==> src/rtl/popcount_preimage_gen.sv <==
// popcount_preimage_gen: streams every N-bit vector of popcount k
// in ascending order, one beat per valid/ready handshake.
module popcount_preimage_gen #(
  parameter int N  = 10,
  parameter int CW = $clog2(N+1),
  parameter int IW = N
) (
  input  logic          clk,
  input  logic          rst_n,
  input  logic          start,
  input  logic [CW-1:0] k,
  output logic          busy,
  output logic          err,
  output logic          out_valid,
  input  logic          out_ready,
  output logic [N-1:0]  out_vec,
  output logic [IW-1:0] out_index,
  output logic          out_last,
  output logic          done
);

  localparam int W1 = N + 1;
  localparam logic [CW-1:0] NK = CW'(N);

  typedef enum logic {
    IDLE,
    RUN
  } state_e;

  state_e        state_q, state_d;
  logic [W1-1:0] x_q, x_d;
  logic [IW-1:0] idx_q, idx_d;
  logic [CW-1:0] k_q, k_d;
  logic          done_q, done_d;
  logic          err_q, err_d;

  logic [W1-1:0] c_w, r_w, gos_w;
  logic [CW-1:0] tz_w;
  logic [W1-1:0] ones_in_w, ones_q_w, last_w;
  logic          is_last_w;

  // Next vector with the same popcount (Gosper, shift in place of divide)
  always_comb begin
    c_w  = x_q & (~x_q + W1'(1));
    r_w  = x_q + c_w;
    tz_w = '0;
    for (int i = N; i >= 0; i--) begin
      if (c_w[i]) tz_w = CW'(i);
    end
    gos_w = (((r_w ^ x_q) >> 2) >> tz_w) | r_w;
  end

  assign ones_in_w = (W1'(1) << k) - W1'(1);
  assign ones_q_w  = (W1'(1) << k_q) - W1'(1);
  assign last_w    = ones_q_w << (NK - k_q);
  assign is_last_w = (x_q == last_w);

  // Next-state: accept requests in IDLE, step the sequence in RUN
  always_comb begin
    state_d = state_q;
    x_d     = x_q;
    idx_d   = idx_q;
    k_d     = k_q;
    done_d  = 1'b0;
    err_d   = 1'b0;
    unique case (state_q)
      IDLE: begin
        if (start) begin
          if (k > NK) begin
            err_d = 1'b1;
          end else begin
            k_d     = k;
            x_d     = ones_in_w;
            idx_d   = '0;
            state_d = RUN;
          end
        end
      end
      RUN: begin
        if (out_ready) begin
          if (is_last_w) begin
            state_d = IDLE;
            done_d  = 1'b1;
          end else begin
            x_d   = gos_w;
            idx_d = idx_q + IW'(1);
          end
        end
      end
    endcase
  end

  // State and output registers
  always_ff @(posedge clk or negedge rst_n) begin
    if (!rst_n) begin
      state_q <= IDLE;
      x_q     <= '0;
      idx_q   <= '0;
      k_q     <= '0;
      done_q  <= 1'b0;
      err_q   <= 1'b0;
    end else begin
      state_q <= state_d;
      x_q     <= x_d;
      idx_q   <= idx_d;
      k_q     <= k_d;
      done_q  <= done_d;
      err_q   <= err_d;
    end
  end

  assign busy      = (state_q == RUN);
  assign out_valid = (state_q == RUN);
  assign out_vec   = x_q[N-1:0];
  assign out_index = idx_q;
  assign out_last  = (state_q == RUN) && is_last_w;
  assign done      = done_q;
  assign err       = err_q;

endmodule

==> config.mk <==
export PLATFORM = sky130hd
export DESIGN_NAME = popcount_preimage_gen
export DESIGN_NICKNAME = d
export VERILOG_FILES = /design/src/rtl/popcount_preimage_gen.sv
export SDC_FILE = /design/constraint.sdc
export NUM_CORES = 1
export LEC_CHECK = 0
export CAP_MARGIN = 30
export CELL_PAD_IN_SITES_DETAIL_PLACEMENT = 0
export CELL_PAD_IN_SITES_GLOBAL_PLACEMENT = 1
export CORE_ASPECT_RATIO = 1.25
export CORE_MARGIN = 10
export CORE_UTILIZATION = 47
export CTS_CLUSTER_DIAMETER = 120
export DETAILED_ROUTE_END_ITERATION = 6
export PLACE_DENSITY_LB_ADDON = 0.08
export REMOVE_ABC_BUFFERS = 1
export SLEW_MARGIN = 20
export SYNTH_ARGS = -nofsm -noshare
export SYNTH_HDL_FRONTEND = slang
export SYNTH_SLANG_ARGS = --single-unit
==> constraint.sdc <==
create_clock -name clk -period 7.76 [get_ports clk]
set_input_delay 1.164 -clock clk [delete_from_list [all_inputs] [get_ports clk]]
set_output_delay 1.164 -clock clk [all_outputs]
set_load 0.01 [all_outputs]
==> metrics.yaml <==
clocking:
  clkTransAtPathRegs_ns: 0.11
  ctsResizeCount: 0
  clkLatencyLatePin_ns: 0.29
  post_cts_buffers: 0
  clock-sinks: 28
  cts_buffer_depth: 2
  cts_tree: "yes"
  htreeDepth: 1
  postCtsHoldBufs: 0
  cts-root-buf: "clkbuf_8"
  cts_made_buffers: 3
critical_path:
  start_kind: "flop"
  cp_data_arrival_time_ns: 5.15
  end_kind: "output pin"
  crit_fanout: 28
  critPathKind: "reg2out"
  cp_data_required_time_ns: 6.60
synthesis:
  synth_flop_cell: "dfrtp_1"
  seq_area_frac_synth: 0.192
  yosysWarningCount: 0
  yosysUniqueCellTypes: 73
  synthCells: 476
  synth_edf_count: 0
  synthArstFlopShare: 1.00
  yosys_register_bits: 28
  syn_area_um2: 3640
  post_synth.cell_area_avg_um2: 7.65
drt:
  routedWlPerCell_um: 19.7
  vias: 3701
  drc: 0
  wirelength_mm: 11.0
  firstDrtPassIters: 5
  viasPerCell: 6.61
  dr.first_iter.drc_count: 193
  postRouteAntennaNets: 0
finish:
  final_common_cell: "nand2_1"
  multi_input_area_um2: 2610
  drive_above_1_share: 0.0748
  seqCellArea_um2: 701
  nets: 485
  mostFrequentLayoutCells: "nand2_1 (46), clkdlybuf4s50_1 (32), nor2_1 (30), a21oi_1 (30), dfrtp_1 (28)"
  final_cells: 560
  syn_to_final_growth_pct: 7.87
  num_antenna_cells: 0
  fillCellCount: 760
  finalInstanceArea_um2: 3930
sta:
  worstMarginPinSlew_ns: 0.993
  finalSetupViolations: 0
  slew_viol_final: 0
  rsz0062_at_grt: "false"
  setup_tns_ns: 0
  relSlewSlack: 0.338
  final-hold-violation-count: 0
  fin_crit_sh: 0.814
  skew_ns: 0.00412
  min_period_ns: 6.31
  timing.fmax_mhz: 158
power_and_ir_drop:
  p_sw_frac: 0.519
  power_frac_seq: 0.219
  leakage_nw: 1.46
  p_per_area_nw_per_um2: 387
  comb_power_share: 0.701
  cellInternalPower_mw: 0.731
  clockPowerShare: 0.080
  switchingPower_mw: 0.788
  max-vdd-ir-drop_mv: 0.187
die:
  initial_core_util: 0.489
  ioPinCount: 33
  die_y_um: 118
  die_w_um: 98.7
  core_area_um2: 7440
  core.rowCount: 35
  die-area_um2: 11700
global_routing:
  met2_usage: 0.303
  grtUsageMet1: 0.220
  grtUsageTotal: 0.177
  grt_max_degree: 29
  grt_overflow_total: 0
  antenna_found_initial: 0
  top_usage_layer: "met2"
  grt_pass1_vias: 3483
  grt_pass1_wl_mm: 17.7
  grt.met3_usage: 0.0210
placed_design:
  gp_congestion: 0.905
  place_area_um2: 3860
  dp_hpwl_mm: 8.18
  placed_cells: 556
  io_buffers: 32
run_status:
  status: "completed"
min_path:
  hold_path_class: "reg2reg"
run:
  maxCapViolCount: 0
cell usage after synthesis (11+ instances only):
library cell | n | area share
nor2_1 | 30 | 0.031
mux2i_1 | 15 | 0.041
inv_1 | 16 | 0.016
dfrtp_1 | 28 | 0.19
o211ai_1 | 16 | 0.033
o31ai_1 | 11 | 0.023
nor3_1 | 12 | 0.016
clkbuf_1 | 25 | 0.026
a21oi_1 | 30 | 0.041
xnor2_1 | 12 | 0.029
buf_4 | 13 | 0.027
nand2b_1 | 12 | 0.021
o21ai_0 | 21 | 0.029
nand2_1 | 46 | 0.047
worst paths after layout:
| kind | from | slack (ns) | endpoint | cells after the start |
|---|---|---|---|---|
| min in group asynchronous | rst_n | 1.25 | out_index[3] | 2 |
| max in group asynchronous | rst_n | 6.24 | x_q[3] | 2 |
| worst min register to register | out_index[4] | 0.51 | out_index[4] | 1 |
| worst max register to register | k_q[0] | 2.71 | x_q[0] | 16 |
| worst min-delay path | out_index[4] | 0.51 | out_index[4] | 1 |
| worst max-delay path | k_q[0] | 1.45 | out_last | 16 |
worst max-delay path, cell delays in order, from the launching register on:
cell,delay (ns)
dfrtp_1,0.34
buf_4,0.28
clkinv_1,0.14
ha_1,0.22
buf_4,0.19
nor3b_2,0.21
inv_2,0.12
ha_1,0.36
or3b_2,0.52
nand4_1,0.12
a31oi_1,0.14
mux2i_1,0.21
nor4_1,0.54
nand4bb_1,0.14
or3b_2,0.45
nor3_1,0.28
clkdlybuf4s50_1,0.61
layout make-up:
| cell class | instances | area share |
|---|---|---|
| tap | 92 | 0.0293 |
| inverter | 18 | 0.0172 |
| multi-input combinational | 380 | 0.665 |
| clock buffer | 3 | 0.0105 |
| sequential | 28 | 0.178 |
| timing repair buffer | 38 | 0.0924 |
| clock inverter | 1 | 0.00764 |
power groups by stage:
stage | combinational (mW) | clock (mW) | sequential (mW)
after floorplan | 0.731 | 0 | 0.321
after global placement | 1.05 | 0 | 0.330
after detailed placement | 1.05 | 0 | 0.332
after CTS | 1.06 | 0.123 | 0.329
after global routing | 1.17 | 0.128 | 0.345
final | 1.07 | 0.121 | 0.332
per-stage QoR:
step	hold WS (ns)	utilization	setup WS, ns	power (mW)
after floorplan	0.525	-	2.33	1.05
final	0.514	0.528	1.45	1.52
after global routing	0.562	0.528	1.20	1.65
after CTS	0.525	0.528	1.53	1.51
after detailed placement	0.505	0.518	1.92	1.38
after global placement	0.483	0.517	1.89	1.38
state kept, by name (all words and copies together) (netlist names):
| name | flops |
|---|---|
| busy | 1 |
| k_q | 4 |
| out_index | 10 |
| x_q | 11 |
| done | 1 |
| err | 1 |
per-layer routing:
metal	vias to the layer above	share of wire
met5	-	0
met4	0	0.018
met3	19	0.039
met2	100	0.49
met1	1807	0.45
li1	1775	-
kinds of logic (layout without fill, tap and decap cells):
family,after synthesis,in the layout,synth area share
AND/OR/NAND/NOR,176,176,0.274
AO/OA/AOI/OAI,156,156,0.301
buffers and inverters,68,60,0.0907
flip-flops,28,28,0.192
multiplexers,24,24,0.0763
XOR/XNOR,16,16,0.0385
adder cells (fa/ha/maj),8,8,0.0275
Power figures use the tool's default switching activity.
